==> src/rtl/timeout_share_arbiter_if.sv <==
// Handshake bundle between requesters and the shared timeout arbiter.
interface timeout_share_arbiter_if #(
  parameter int unsigned NREQ = 4,
  parameter int unsigned CW   = 4
) ();
  logic [NREQ-1:0]    req;
  logic [NREQ*CW-1:0] load_val;
  logic [NREQ-1:0]    grant;
  logic               busy;
  logic [CW-1:0]      count;
  logic [NREQ-1:0]    done_pulse;

  // Requester side
  modport master (
    output req, load_val,
    input  grant, busy, count, done_pulse
  );

  // Arbiter side
  modport slave (
    input  req, load_val,
    output grant, busy, count, done_pulse
  );
endinterface

==> src/rtl/timeout_share_arbiter.sv <==
// One CW-bit timeout down-counter shared round-robin among NREQ requesters.
// A granted requester gets its own length counted down and a one-cycle done_pulse.
module timeout_share_arbiter #(
  parameter int unsigned NREQ = 4,
  parameter int unsigned CW   = 4
) (
  input logic                      clk,
  input logic                      rst,
  timeout_share_arbiter_if.slave   bus
);

  localparam int unsigned IW = (NREQ > 1) ? $clog2(NREQ) : 1;
  localparam logic [IW-1:0] LastIdx = IW'(NREQ - 1);

  typedef enum logic [1:0] {StIdle, StCount, StDone} state_e;

  state_e          state_q;
  logic [NREQ-1:0] grant_q;
  logic [NREQ-1:0] done_q;
  logic [CW-1:0]   count_q;
  logic [IW-1:0]   ptr_q;
  logic [IW-1:0]   win_q;

  logic [CW-1:0]   lv [NREQ];
  logic            any_req;
  logic [IW-1:0]   win_idx;
  logic [CW-1:0]   win_len;
  logic [31:0]     cand;
  logic [IW-1:0]   next_ptr;

  // Round-robin winner: scan offsets from high to low so the closest set req to ptr wins.
  always_comb begin
    cand    = '0;
    win_idx = '0;
    any_req = |bus.req;
    for (int unsigned i = 0; i < NREQ; i++) begin
      lv[i] = bus.load_val[i*CW +: CW];
    end
    for (int unsigned k = NREQ; k > 0; k--) begin
      cand = 32'(ptr_q) + k - 32'd1;
      if (cand >= NREQ) cand = cand - NREQ;
      if (bus.req[cand[IW-1:0]]) win_idx = cand[IW-1:0];
    end
    // A zero length would never finish; treat it as one cycle.
    win_len = (lv[win_idx] == '0) ? CW'(1) : lv[win_idx];
  end

  assign next_ptr = (win_q == LastIdx) ? '0 : win_q + IW'(1);

  // Arbitration and countdown FSM with registered grant/count/done outputs.
  always_ff @(posedge clk) begin
    if (rst) begin
      state_q <= StIdle;
      grant_q <= '0;
      done_q  <= '0;
      count_q <= '0;
      ptr_q   <= '0;
      win_q   <= '0;
    end else begin
      case (state_q)
        StIdle: begin
          if (any_req) begin
            grant_q <= NREQ'(1) << win_idx;
            count_q <= win_len;
            win_q   <= win_idx;
            state_q <= StCount;
          end
        end
        StCount: begin
          // Abort takes priority over completion.
          if (!bus.req[win_q]) begin
            grant_q <= '0;
            count_q <= '0;
            ptr_q   <= next_ptr;
            state_q <= StIdle;
          end else if (count_q == CW'(1)) begin
            grant_q <= '0;
            count_q <= '0;
            done_q  <= grant_q;
            ptr_q   <= next_ptr;
            state_q <= StDone;
          end else begin
            count_q <= count_q - CW'(1);
          end
        end
        StDone: begin
          done_q  <= '0;
          state_q <= StIdle;
        end
        default: begin
          state_q <= StIdle;
          grant_q <= '0;
          done_q  <= '0;
          count_q <= '0;
        end
      endcase
    end
  end

  assign bus.grant      = grant_q;
  assign bus.done_pulse = done_q;
  assign bus.count      = count_q;
  assign bus.busy       = (state_q != StIdle);

endmodule

==> src/flat_wrapper.sv <==
// flat-port wrapper written by rule: the top's interface ports become plain ports
module timeout_share_arbiter_flat 
#(
  parameter int unsigned NREQ = 4,
  parameter int unsigned CW   = 4
)
  (clk, rst, bus_req, bus_load_val, bus_grant, bus_busy, bus_count, bus_done_pulse);
  timeout_share_arbiter_if #(.NREQ(NREQ), .CW(CW)) bus_i ();
  input logic clk;
  input logic rst;
  input wire logic [$bits(bus_i.req)-1:0] bus_req;
  input wire logic [$bits(bus_i.load_val)-1:0] bus_load_val;
  output wire logic [$bits(bus_i.grant)-1:0] bus_grant;
  output wire logic [$bits(bus_i.busy)-1:0] bus_busy;
  output wire logic [$bits(bus_i.count)-1:0] bus_count;
  output wire logic [$bits(bus_i.done_pulse)-1:0] bus_done_pulse;
  assign bus_i.req = bus_req;
  assign bus_i.load_val = bus_load_val;
  assign bus_grant = bus_i.grant;
  assign bus_busy = bus_i.busy;
  assign bus_count = bus_i.count;
  assign bus_done_pulse = bus_i.done_pulse;
  timeout_share_arbiter #(.NREQ(NREQ), .CW(CW)) u_core (.clk(clk), .rst(rst), .bus(bus_i));
endmodule
==> config.mk <==
export PLATFORM = sky130hd
export DESIGN_NAME = timeout_share_arbiter_flat
export DESIGN_NICKNAME = d
export VERILOG_FILES = /design/src/rtl/timeout_share_arbiter_if.sv /design/src/rtl/timeout_share_arbiter.sv /design/src/flat_wrapper.sv
export SDC_FILE = /design/constraint.sdc
export NUM_CORES = 1
export LEC_CHECK = 0
export CORE_AREA = 5 5 56 58
export CTS_CLUSTER_DIAMETER = 40
export DETAILED_ROUTE_END_ITERATION = 6
export DIE_AREA = 0 0 61 63
export HOLD_SLACK_MARGIN = 0.08
export PLACE_DENSITY = 0.77
export RECOVER_POWER = 50
export SKIP_LAST_GASP = 1
export SLEW_MARGIN = 25
export SYNTH_ARGS = -nofsm -noshare
export SYNTH_HDL_FRONTEND = slang
export SYNTH_SLANG_ARGS = --single-unit
==> constraint.sdc <==
create_clock -name clk -period 2.2 [get_ports clk]
set_input_delay 0.33 -clock clk [delete_from_list [all_inputs] [get_ports clk]]
set_output_delay 0.33 -clock clk [all_outputs]
set_load 0.01 [all_outputs]
==> results by group, run 1 <==
Clocking
  – Clk sinks: 18
  – Clock-pin slew of the registers on the worst-case setup and hold paths: roughly 0.11 ns
  – Clk Latency, worst-skew pair: slightly above 0.3 ns
  – Post-CTS Hold Buffers: 0
  – Num CTS Buffers: 3
  – # H-tree levels: 1
  – Post-CTS Setup Bufs: 0
  – CTS tree: yes
  – CTS Buffer Depth: 2
  – Root Buffer: clkbuf_4

STA
  – Final setup fails: 0
  – Final worst slack: between 0.07 and 0.08 ns
  – RSZ-0062 raised after global routing: no
  – Setup_tns: 0 ns
  – Clk_skew: 0.00473 ns
  – Fin. Hold Viols: 0
  – Final critical-path required period: 2.12 ns
  – Slew Limit Fails: 0
  – Max_slew headroom: between 70% and 80%
  – Maximum clock frequency: 0.471 GHz
  – Slew @ Worst Pin: between 0.3 and 0.4 ns
  – Final period utilization: 96.5%

Die
  – Placeable core area: 2620 sq um
  – Die width: 61 um
  – Die H: 63 um
  – Initial core utilization: 43.7%
  – # rows: 19
  – Die area: 3840 sq um
  – Top Ports: 35

Critical path
  – Worst R2R Start: u_core.ptr_q[1]
  – CP Capture Type: register
  – Largest stage delay, worst path: about 0.58 ns
  – Reg-to-reg critical path endpoint: u_core.bus.count[0]
  – Crit-path cells: clkdlybuf4s50_1 -> nor2b_1 -> or4b_4 -> and3_4 -> a211o_1 -> a221oi_2 -> o2bb2ai_1
  – CP required: 2.45 ns
  – Crit path buffers/inverters: 1
  – Critical path type: input pin to register
  – Startpoint Class: input pin
  – CP startpoint: bus_req[2]
  – Crit Path Max Fanout: 6
  – R2R depth: 5
  – R2R setup slack: 0.24 ns
  – CP Data Arrival Time: 2.37 ns
  – Slowest stage cell, crit path: or4b_4
  – Crit path max-delay family: simple AND/OR/NAND/NOR gates

Synth
  – Post-Synth XOR/XNOR Area: 0%
  – Dominant cell type by area after synthesis: dfxtp_1
  – Share of the synthesized area in the top cell type: about a third
  – Mapped Cells: about 130
  – Cell area after synthesis: around 1100 sq um
  – Syn_nets: 158
  – Mean Syn Cell Area: 8.60 sq um
  – Post-synth top flop: dfxtp_1
  – Flops & latches, synth: 18
  – Multiplexer share of the synthesized area: 9.52%
  – Cell with the most instances after synthesis: dfxtp_1
  – Synth unique cells: 46
  – Simple logic cell fraction of the synthesized area: 30.4%
  – Post-Synth Adder-Cell Area: 3.28%
  – Most instantiated cells after synthesis: dfxtp_1, nor2_1, nand2_1
  – Warnings from Yosys: 0
  – Post-synth EDFFs: 0
  – Top cells by area, synth: dfxtp_1, mux2i_1, nor2_1
  – Ys async rst share: 0%
  – Post-synthesis compound-gate area fraction: 19.5%
  – Sequential area share after synthesis: 31.5%
  – Largest family of logic cells by synthesized area: simple AND/OR/NAND/NOR gates

Place
  – PortBufs: 34
  – RePlAce Congestion: a little over 0.9
  – Place WS: -0.333 ns
  – Post-DP HPWL: 2700 um

Detailed routing
  – Vias post-DR: 1236
  – DRC errors left: 0
  – Drt total wl: around 3300 um
  – Detailed Route Iter0 Violations: 43
  – Routed Antenna Nets: 0
  – Drt pass-1 iters: 4
  – Vias per cell: around 5.7
  – WL/cell: ~15 um

Final layout
  – Net count of the finished layout: between 200 and 250
  – Share of post-route cells with drive strength above 1: 23.5%
  – Fillers: 240
  – Area Growth Syn to Fin: 47.4%
  – Diodes inserted: 0

Worst hold path
  – Hold Crit Endpoint: u_core.win_q[1]
  – HP Start: u_core.win_q[1]
  – WHS Path Cells: 2
  – HP Class: register to register

GRT
  – Grt ovf: 0
  – GRT Total Usage: a little under a fifth
  – Largest net degree at the start of global routing: 11
  – First-pass GRT wire length: ~5500 um
  – Vias in the first global route: 1216
  – Number of antenna violations at the first check in global routing: 0

Power and ir drop
  – Leak: ~0.74 nW
  – Peak supply drop: 0.000454 V
  – P per Cell Area: 591 nW/um^2

Flow run
  – MaxCap Viol Count: 0

Status
  – Run status: completed
registers in the layout, summed over array words and instances, names as in the netlist:
name                   count
u_core.bus.count           4
u_core.bus.grant           4
u_core.bus.done_pulse      4
u_core.win_q               2
u_core.state_q             2
u_core.ptr_q               2
per-stage QoR:
| stage | total power [mW] | utilization (%) | instances | hold slack [ns] | cell area [sq um] |
|---|---|---|---|---|---|
| floorplan | 0.613 | - | 133 | 0.455 | 1140 |
| global placement | 0.773 | 62.6 | 214 | 0.480 | 1640 |
| detailed placement | 0.791 | 62.6 | 214 | 0.499 | 1640 |
| CTS | 1.00 | 64.1 | 218 | 0.518 | 1680 |
| global route | 1.06 | 64.4 | 218 | 0.535 | 1690 |
| finish | 0.996 | 64.4 | 218 | 0.516 | 1690 |
metal layers:
layer / share of wire (%) / global-route usage (%) / vias up
met1: 42 / 21.7 / 589
met5: 0 / 0 / -
met3: 4.0 / 4.13 / 6
li1: - / - / 613
met4: 1.3 / 6.23 / 0
met2: 53 / 33.2 / 28
cell usage in the layout, fill, tap and decap left out, types with 2 or more instances in the layout:
master           synthesis  final
nor3_1                   7      7
a32oi_1                  2      2
a211o_1                  3      3
nand2_1                  8      8
dfxtp_1                 18     18
nor2_1                  14     14
o21ai_0                  5      5
and3_2                   5      5
nand3_1                  5      5
dlygate4sd3_1            0     12
a211oi_1                 4      4
a22oi_1                  2      2
clkbuf_4                 0      3
buf_4                    0     22
nor4_1                   2      2
a21oi_1                  6      6
mux2_2                   1      2
nor2b_1                  4      4
inv_1                    4      4
mux2i_1                  6      6
a31oi_1                  2      2
or4_2                    2      2
ha_1                     3      3
clkdlybuf4s50_1          0     21
nand2b_1                 3      2
layout make-up:
class | instances | area, sq um | share of cell area (%)
multi-input cells | 105 | 727 | 43.1
repair buffers | 56 | 508 | 30.1
flip-flops and latches | 18 | 360 | 21.4
well taps | 31 | 38.8 | 2.30
clock buffers | 4 | 36.3 | 2.15
inverters | 4 | 15.0 | 0.891
report_power, final:
group          switching, mW  total [mW]  internal (mW)
registers             0.0316       0.388          0.357
logic                  0.183       0.396          0.212
clock network          0.111       0.212          0.101
total                  0.326       0.996          0.670
cells by family (layout without fill, tap and decap cells):
family	after synthesis	after routing
compound gates	31	31
fa+ha+maj	3	3
simple gates	62	62
mux	9	9
flops	18	18
buf+inv	10	64
what timing repair did:
item,in CTS,in global routing
endpoints found under the setup margin,1,6
pin swaps,0,0
resized for setup,1,4
worst min-delay path: stages (launching register included):
cell and delay (ns):
dfxtp_1 0.36, nand2_1 0.06, a21oi_1 0.06
worst max-delay path by stage:
stage,end,depth (start not counted)
floorplan,u_core.bus.count[0],7
global placement,u_core.bus.count[0],7
detailed placement,u_core.bus.count[0],7
CTS,u_core.bus.count[0],7
global route,u_core.bus.count[2],7
finish,u_core.bus.count[0],7
(Power assumes the default switching activity.)
==> inputs of run 2 (changes only) <==
GPL_ROUTABILITY_DRIVEN = 0   (was not set)
==> results of run 2 <==
Same layout as run 1: the final DEF is identical, and so are final timing and power.
==> inputs of run 3 (changes only) <==
CORE_AREA = 5 5 64 52   (was 5 5 56 58)
DIE_AREA = 0 0 69 57   (was 0 0 61 63)
==> run 3 against run 2 <==
Net effect: sequential share of layout area decreased by 0.079 points; register-to-register slack improved by 0.02 ns; clock power is 2% lower; worst setup slack hardly changed; non-clock buffer count is the same; critical path depth unchanged; sequential cell count did not move; highest routed layer unchanged.
==> results by group, run 3 (synthesized netlist as in run 1, its figures left out) <==
GRT
  – Grt ovf: 0
  – Vias in the first global route: 1223
  – Number of antenna violations at the first check in global routing: 0
  – GRT Total Usage: 16.8%
  – Largest net degree at the start of global routing: 12
  – First-pass GRT wire length: 5550 um

Place
  – PortBufs: 34
  – Placed cell area: ~1600 sq um
  – Post-DP HPWL: 2690 um

Power and ir drop
  – Internal power: 0.670 mW
  – Leak: 0.730 nW
  – Peak supply drop: 0.000437 V
  – Reg power frac: 39.2%
  – Tot Pwr: 0.990 mW
  – P per Cell Area: 585 nW/um^2
  – Power share of the combinational group: 39.9%
  – Clock share of power: between 20% and 30%
  – Sw Ratio: 32.3%
  – NetSw: 0.320 mW

Clocking
  – CTS Buffer Depth: 2
  – Root Buffer: clkbuf_4
  – Num CTS Buffers: 3
  – Clock-pin slew of the registers on the worst-case setup and hold paths: 0.11 ns
  – # H-tree levels: 1
  – Post-CTS Hold Buffers: 0
  – CTS tree: yes
  – Post-CTS Setup Bufs: 0
  – Post_cts resized: 0
  – Clk sinks: 18
  – Clk Latency, worst-skew pair: around 0.30 ns

Detailed routing
  – Vias post-DR: 1224
  – Vias per cell: approximately 5.4
  – DRC errors left: 0
  – Drt total wl: 3270 um
  – WL/cell: 14.5 um
  – Drt pass-1 iters: 4
  – Routed Antenna Nets: 0
  – Detailed Route Iter0 Violations: 74

STA
  – Max_slew headroom: 72.0%
  – Slew @ Worst Pin: about 0.42 ns
  – Maximum clock frequency: 0.471 GHz
  – Slew Limit Fails: 0
  – RSZ-0062 raised after global routing: no
  – Final critical-path required period: 2.12 ns
  – Fin. Hold Viols: 0
  – Clk_skew: 0.00699 ns
  – Final setup fails: 0
  – Final period utilization: 96.5%

Die
  – Die width: about 69 um
  – Initial core utilization: around 42%
  – Die area: 3930 sq um
  – Placeable core area: ~2700 sq um
  – Die H: 57 um
  – Top Ports: 35
  – # rows: 17

Final layout
  – Multi-input logic area: 727 sq um
  – Diodes inserted: 0
  – FF/Latch Area: 360 sq um
  – Commonest non-fill, non-tap cells in the layout: clkdlybuf4s50_1, buf_4, dfxtp_1, nor2_1, dlygate4sd3_1
  – Area Growth Syn to Fin: 47.9%
  – Fillers: about 250
  – Net count of the finished layout: between 200 and 250
  – Fin area: 1690 sq um
  – Share of post-route cells with drive strength above 1: 23.0%

Critical path
  – CP Data Arrival Time: 2.36 ns
  – Worst setup path end: u_core.bus.count[0]
  – Critical path type: input pin to register
  – Worst R2R Start: u_core.ptr_q[1]
  – CP required: around 2.4 ns
  – Startpoint Class: input pin
  – R2R setup slack: 0.26 ns
  – CP Capture Type: register
  – CP startpoint: bus_req[2]
  – R2R depth: 5
  – Crit Path Max Fanout: 6
  – Reg-to-reg critical path endpoint: u_core.bus.count[0]

Worst hold path
  – HP Class: register to register
  – HP Start: u_core.bus.count[3]

Flow run
  – MaxCap Viol Count: 0

Status
  – Run status: completed
==> run 3: cell types whose count changed in the layout (fill, tap and decap cells not counted), sizes merged <==
| cell | previous run | this run |
|---|---|---|
| clkdlybuf4s50 | 21 | 22 |
| dlymetal6s2s | 1 | 0 |
==> run 3: per-stage QoR <==
stage	TNS [ns]	worst slack [ns]	utilization, %	hold WS (ns)	cells
finish	0	0.0768	62.1	0.515	225
detailed placement	-2.00	-0.304	60.4	0.501	221
global placement	-1.41	-0.242	60.4	0.481	221
global route	0	0.00507	62.1	0.561	225
CTS	0	0.0115	61.8	0.524	225
floorplan	0	0.150	-	0.455	133
==> run 3: worst min-delay path by stage <==
stage,slack [ns],endpoint,cells past startpoint
2_1_floorplan,0.46,u_core.win_q[1],2
3_3_place_gp,0.48,u_core.win_q[1],2
3_5_place_dp,0.50,u_core.win_q[1],2
4_1_cts,0.52,u_core.win_q[1],2
5_1_grt,0.56,u_core.bus.count[3],2
6_report,0.51,u_core.bus.count[3],2
==> run 3: power by group through the flow <==
stage               clock, mW  combinational (mW)  sequential [mW]
finish                  0.207               0.395            0.388
detailed placement          0               0.395            0.396
global placement            0               0.381            0.394
floorplan                   0               0.215            0.398
CTS                     0.214               0.396            0.388
global route            0.230               0.434            0.394
==> run 3: layout make-up <==
| type | count | area share [%] |
|---|---|---|
| Inverter | 4 | 0.888 |
| Sequential cell | 18 | 21.3 |
| Timing Repair Buffer | 56 | 29.9 |
| Multi-Input combinational cell | 105 | 43.0 |
| Clock buffer | 4 | 2.14 |
| Tap cell | 38 | 2.81 |
==> run 3: per-layer routing <==
layer | track usage (%) | vias up | wire [um]
met3 | 4.75 | 6 | 179
met1 | 20.7 | 580 | 1440
met4 | 3.06 | 0 | 26
met5 | 0 | - | 0
met2 | 29.9 | 34 | 1620
li1 | - | 604 | -
==> run 3: worst max-delay path, cell delays in order <==
cell and delay, ns:
clkdlybuf4s50_1 0.43, nor2b_1 0.16, or4b_4 0.58, and3_4 0.19
a211o_1 0.29, a221oi_2 0.24, o2bb2ai_1 0.14
